## src/rtl/vending_machine_param.sv

```systemverilog
// vending_machine_param: parametrised drink vending controller.
// Accepts 5-jiao / 1-yuan / 5-yuan coins, dispenses when credit reaches PRICE,
// refunds on cancel, and pays change one coin per valid/ready handshake.
// Tracks stock with sold-out detection and refill while idle.
// Optional: define VM_SALES_COUNT_EN to add a 16-bit wrapping sales counter port.
module vending_machine_param #(
    parameter int unsigned PRICE      = 4,
    parameter int unsigned CREDIT_W   = 5,
    parameter int unsigned STOCK_W    = 4,
    parameter int unsigned STOCK_INIT = 10
) (
    input  logic                clk,
    input  logic                rst,
    input  logic [1:0]          coin,
    input  logic                cancel,
    input  logic                refill,
    input  logic                change_ready,
    output logic                sell,
    output logic                coin_reject,
    output logic                change_valid,
    output logic [1:0]          change_coin,
    output logic [CREDIT_W-1:0] credit,
    output logic [STOCK_W-1:0]  stock,
    output logic                sold_out,
    output logic                busy
`ifdef VM_SALES_COUNT_EN
    ,
    output logic [15:0]         sales_count
`endif
);

    typedef enum logic [1:0] {
        IDLE    = 2'd0,
        COLLECT = 2'd1,
        VEND    = 2'd2,
        CHANGE  = 2'd3
    } state_t;

    localparam logic [CREDIT_W:0]   CREDIT_MAX = {1'b0, {CREDIT_W{1'b1}}};
    localparam logic [CREDIT_W:0]   PRICE_X    = (CREDIT_W + 1)'(PRICE);
    localparam logic [CREDIT_W-1:0] CREDIT_ONE = CREDIT_W'(1);
    localparam logic [CREDIT_W-1:0] CREDIT_TWO = CREDIT_W'(2);
    localparam logic [STOCK_W-1:0]  STOCK_RST  = STOCK_W'(STOCK_INIT);
    localparam logic [STOCK_W-1:0]  STOCK_ONE  = STOCK_W'(1);

    state_t              state_q, state_d;
    logic [CREDIT_W-1:0] credit_q, credit_d;
    logic [STOCK_W-1:0]  stock_q, stock_d;
    logic                sell_q, sell_d;
    logic                reject_q, reject_d;

    logic [CREDIT_W:0]   coin_value;
    logic [CREDIT_W:0]   sum;
    logic                can_accept;
    logic [STOCK_W-1:0]  stock_base;

    // Decode the coin pulse into credit units.
    always_comb begin
        coin_value = '0;
        case (coin)
            2'b01:   coin_value = (CREDIT_W + 1)'(1);
            2'b10:   coin_value = (CREDIT_W + 1)'(2);
            2'b11:   coin_value = (CREDIT_W + 1)'(10);
            default: coin_value = '0;
        endcase
    end

    assign sum        = {1'b0, credit_q} + coin_value;
    assign can_accept = ((state_q == IDLE) || (state_q == COLLECT)) &&
                        (stock_q != '0) && !cancel && (sum <= CREDIT_MAX);
    // A refill and a sale on the same idle edge both take effect: reload, then decrement.
    assign stock_base = ((state_q == IDLE) && refill) ? STOCK_RST : stock_q;

    // Next-state, credit, stock and pulse computation.
    always_comb begin
        state_d  = state_q;
        credit_d = credit_q;
        stock_d  = stock_q;
        sell_d   = 1'b0;
        reject_d = (coin != 2'b00) && !can_accept;
        case (state_q)
            IDLE, COLLECT: begin
                stock_d = stock_base;
                if ((state_q == COLLECT) && cancel) begin
                    state_d = CHANGE;
                end else if ((coin != 2'b00) && can_accept) begin
                    if (sum >= PRICE_X) begin
                        state_d  = VEND;
                        credit_d = CREDIT_W'(sum - PRICE_X);
                        stock_d  = stock_base - STOCK_ONE;
                        sell_d   = 1'b1;
                    end else begin
                        state_d  = COLLECT;
                        credit_d = CREDIT_W'(sum);
                    end
                end
            end
            VEND: begin
                state_d = (credit_q != '0) ? CHANGE : IDLE;
            end
            CHANGE: begin
                if (credit_q == '0) begin
                    state_d = IDLE;
                end else if (change_ready) begin
                    credit_d = credit_q - ((credit_q >= CREDIT_TWO) ? CREDIT_TWO : CREDIT_ONE);
                    if (credit_d == '0) begin
                        state_d = IDLE;
                    end
                end
            end
            default: begin
                state_d  = IDLE;
                credit_d = '0;
            end
        endcase
    end

    // State, credit, stock and registered pulse outputs.
    always_ff @(posedge clk) begin
        if (rst) begin
            state_q  <= IDLE;
            credit_q <= '0;
            stock_q  <= STOCK_RST;
            sell_q   <= 1'b0;
            reject_q <= 1'b0;
        end else begin
            state_q  <= state_d;
            credit_q <= credit_d;
            stock_q  <= stock_d;
            sell_q   <= sell_d;
            reject_q <= reject_d;
        end
    end

`ifdef VM_SALES_COUNT_EN
    logic [15:0] sales_q;

    // Count dispenses; the count moves on the same edge that raises sell.
    always_ff @(posedge clk) begin
        if (rst) begin
            sales_q <= '0;
        end else if (sell_d) begin
            sales_q <= sales_q + 16'd1;
        end
    end

    assign sales_count = sales_q;
`endif

    assign sell         = sell_q;
    assign coin_reject  = reject_q;
    assign change_valid = (state_q == CHANGE);
    assign change_coin  = (state_q != CHANGE) ? 2'b00 :
                          (credit_q >= CREDIT_TWO) ? 2'b10 : 2'b01;
    assign credit       = credit_q;
    assign stock        = stock_q;
    assign sold_out     = (stock_q == '0);
    assign busy         = (state_q == VEND) || (state_q == CHANGE);

endmodule
```

## config.mk

```make
export PLATFORM = sky130hd
export DESIGN_NAME = vending_machine_param
export DESIGN_NICKNAME = d
export VERILOG_FILES = /design/src/rtl/vending_machine_param.sv
export SDC_FILE = /design/constraint.sdc
export NUM_CORES = 1
export LEC_CHECK = 0
export ABC_AREA = 0
export CORE_MARGIN = 8
export CORE_UTILIZATION = 54
export CTS_BUF_LIST = sky130_fd_sc_hd__clkbuf_8 sky130_fd_sc_hd__clkbuf_16
export CTS_CLUSTER_DIAMETER = 60
export DETAILED_ROUTE_END_ITERATION = 7
export PLACE_DENSITY = 0.92
export SYNTH_ARGS = -nofsm -noshare
export SYNTH_HDL_FRONTEND = slang
export SYNTH_SLANG_ARGS = --single-unit
export TNS_END_PERCENT = 30
```

## constraint.sdc

```tcl
create_clock -name clk -period 4.75 [get_ports clk]
set_input_delay 0.95 -clock clk [delete_from_list [all_inputs] [get_ports clk]]
set_output_delay 0.95 -clock clk [all_outputs]
set_load 0.05 [all_outputs]
```

==> flow_summary.yaml <==
run_status:
  outcome: "finished, final reports clean"
logic_synthesis:
  synth_top_area_share_pct: 24.56
  muxShareOfSynthArea_pct: 3.306
  synth_compound_area_share_pct: 23.85
  synth_xor_area_share_pct: 4.132
  netlist_instances: 132
  synth_adder_area_share_pct: 13.22
  yosysTopAreaCell: "dfxtp_1"
  synth.distinct_cells: 43
  ys.warnings.count: 0
  synth_top_family_by_area: "simple AND/OR/NAND/NOR gates"
  synth.avg_cell_area_um2: 8.029
  synth_seq_cells: 13
  syn-cell-area_um2: 1060
  async_flop_share_pct: 0
  synth_edf_count: 0
  synthSimpleGateAreaFrac_pct: 25.38
  synthFlopType: "dfxtp_1"
  syn_nets: 149
  ys_top_cells_by_area: "dfxtp_1 25%, ha_1 9.4%, nand2_1 5.3%"
  ys_seq_area_share_pct: 24.56
power:
  clkPwrFrac_pct: 11.3
  netSwitchingFraction_pct: 51.86
  total_leakage_power_nw: 0.5496
  ir_drop_v: 0.0003535
  p_seq_share_pct: 22.2
  intPower_uw: 424.1
  combPwrFrac_pct: 66.5
  pwr_density_cell_nw_per_um2: 666.1
  p_sw_uw: 456.9
critical_path:
  reg2reg_from: "credit[4]$_SDFFE_PP0P_"
  crit_path_cell_trace: "clkdlybuf4s50_1, nor2b_1, ha_1, fa_1, xor2_1, inv_1, ha_1, nor2b_1, a31oi_1, a2111o_1, mux2_4"
  crit_path_end_kind: "flip-flop"
  worstPathRequired_ns: 4.89
  arrival_ns: 4.00
  rrSetupSlack_ns: 1.60
  cp_max_fo: 5
  slowest_delay_ns: 0.57
  worst_r2r_endpoint: "state_q[0]$_SDFFE_PP0P_"
  path_class: "in2reg"
  cpMaxStageDelayCell: "clkdlybuf4s50_1"
  r2r_cells: 10
  cp-start-kind: "input port"
sta:
  fin_crit_sh_pct: 81.32
  post-route-min-period_ns: 3.863
  grt_setup_unrepaired: "no"
  max_slew_margin_pct: 59.91
  finalSetupViolCount: 0
  tightest_slew_ns: 0.5958
  hold_viol: 0
  max_freq_ghz: 0.2589
  slew_viol_final: 0
  final.setup.tns_ns: 0
  skew_ns: 0.002948
cells_and_area:
  final_nets: 169
  num_antenna_cells: 0
  final_core_util_pct: 69.54
  syn_to_final_growth_pct: 24.79
  fillers: 158
  drive_above_1_share_pct: 5.298
clock_network:
  postCtsHoldBufs: 0
  cts_buffer_depth: 2
  cts_resized: 0
  cts_root_buffer: "clkbuf_8"
  htreeDepth: 1
  path_clk_slew_ns: 0.06
  cts.sinks: 13
  cts_tree: "built"
  post_cts_buffers: 0
  cts_buffers: 3
  insertion_delay_ns: 0.25
hold_path:
  hold_path_depth: 1
  hold_class: "reg2reg"
  hold_path_end: "stock[3]$_SDFFE_PP1N_"
  worstHoldStart: "stock[3]$_SDFFE_PP1N_"
detailed_routing:
  vias: 1106
  routed_wl_um: 3154
  drt-wirelength-per-cell_um: 17.72
  drc: 0
  ant_nets: 0
  firstDrtPassIters: 4
  via_per_inst: 6.213
  drt_iter0_markers: 28
grt:
  grt_first_pass_wirelength_um: 5050
  grt_usage_pct: 18.54
  grt_pass1_vias: 1092
  grt_start_max_net_pins: 15
  antenna_found_initial: 0
  grt-ovfl-total: 0
placement:
  gp_congestion: 0.9126
  port_buffers: 22
  dp_hpwl_um: 2425
flow_run:
  cap_violations: 0
floorplanning:
  placementRows: 16
  num_io_pins: 23
  die_x_um: 60.30
  fp.dieH_um: 60.30
  core_um2: 1902
  dieArea_um2: 3636
  start_util_pct: 55.72
[sequential cells by signal, indices dropped and copies added, names as in the netlist]
name / cells
credit: 5
state_q: 2
stock: 4
coin_reject: 1
sell: 1
[worst max path at each step]
stage / cells past startpoint / to / startpoint
floorplan: 10 / credit[2]$_SDFFE_PP0P_ / coin[0]
global placement: 11 / credit[2]$_SDFFE_PP0P_ / coin[1]
detailed placement: 11 / credit[2]$_SDFFE_PP0P_ / coin[1]
CTS: 11 / credit[2]$_SDFFE_PP0P_ / coin[1]
global route: 11 / state_q[0]$_SDFFE_PP0P_ / coin[1]
finish: 11 / credit[2]$_SDFFE_PP0P_ / coin[1]
[Yosys cell counts (2+ instances only)]
cell and instances:
a211oi_1 2, a2111o_1 2, buf_2 2, and3_1 5, a22oi_1 2, nor2b_1 4, or4_1 2, nor3_1 2
ha_1 8, or3_1 2, inv_1 6, dfxtp_1 13, a31oi_1 4, a21o_1 2, xor2_1 4, o21ai_0 2
a21oi_1 8, clkbuf_1 4, or2_2 2, nand3_1 3, nand2_1 15, a211o_1 2, mux2i_1 2, nor2_1 14
fa_1 2
[metal layers]
metal  GRT usage (%)  vias up  share of wire, %
met5               0        -                 0
met4           11.22        0               2.9
met3           4.301       11               5.6
met2           33.69       43                54
met1           18.56      535                38
li1                -      517                 -
[placed cells by master (no fill, tap or decap), types with 2 or more instances in the layout]
cell type / n
a31oi_1: 4
nor3_1: 2
inv_1: 7
nor2_1: 14
ha_1: 8
xor2_1: 4
clkdlybuf4s50_1: 22
o21ai_0: 2
a211o_1: 2
nand2_1: 15
or2_2: 2
a21oi_1: 8
or4_1: 2
a21o_1: 2
a2111o_1: 2
clkbuf_8: 3
a22oi_1: 2
fa_1: 2
and3_1: 5
a211oi_1: 2
nor2b_1: 4
nand3_1: 3
dfxtp_1: 13
mux2i_1: 2
or3_1: 2
[layout make-up]
type,instances,area [µm²],area share [%]
Timing Repair Buffer,22,220.2,16.65
Tap cell,27,33.78,2.554
Inverter,6,22.52,1.703
Multi-Input combinational cell,106,740.7,56.01
Clock inverter,1,3.754,0.2838
Sequential cell,13,260.3,19.68
Clock buffer,3,41.29,3.122
[power groups by stage]
stage               Sequential, mW  Clock [mW]  Combinational (mW)
floorplan                    0.247           0               0.365
global placement             0.192           0               0.536
detailed placement           0.196           0               0.572
CTS                          0.194       0.102               0.579
global route                 0.203       0.106               0.626
finish                       0.196      0.0996               0.586
[metrics by stage]
stage	worst slack, ns	cell area, µm²	instances	hold slack, ns	total power, mW
2_1_floorplan	1.440	1060	132	0.6482	0.6120
3_3_place_gp	0.8353	1277	174	0.4985	0.7284
3_5_place_dp	0.7197	1277	174	0.5563	0.7683
4_1_cts	0.9232	1323	178	0.5694	0.8752
5_1_grt	0.7490	1323	178	0.6257	0.9353
6_report	0.8874	1323	178	0.5797	0.8809
[kinds of logic after synthesis]
logic type	count (synthesis)
buf+inv	13
fa+ha+maj	10
flops	13
simple gates	54
mux	3
compound gates	34
xor+xnor	5
[critical path, delay by kind of cell]
kind	cells	cell delay [ns]
adders and majority gates	3	0.88
buffers and inverters	2	0.67
AOI/OAI and AO/OA	2	0.52
and+or+nand+nor	2	0.50
muxes	1	0.30
xor gates and xnor gates	1	0.19
Power figures use the tool's default switching activity.
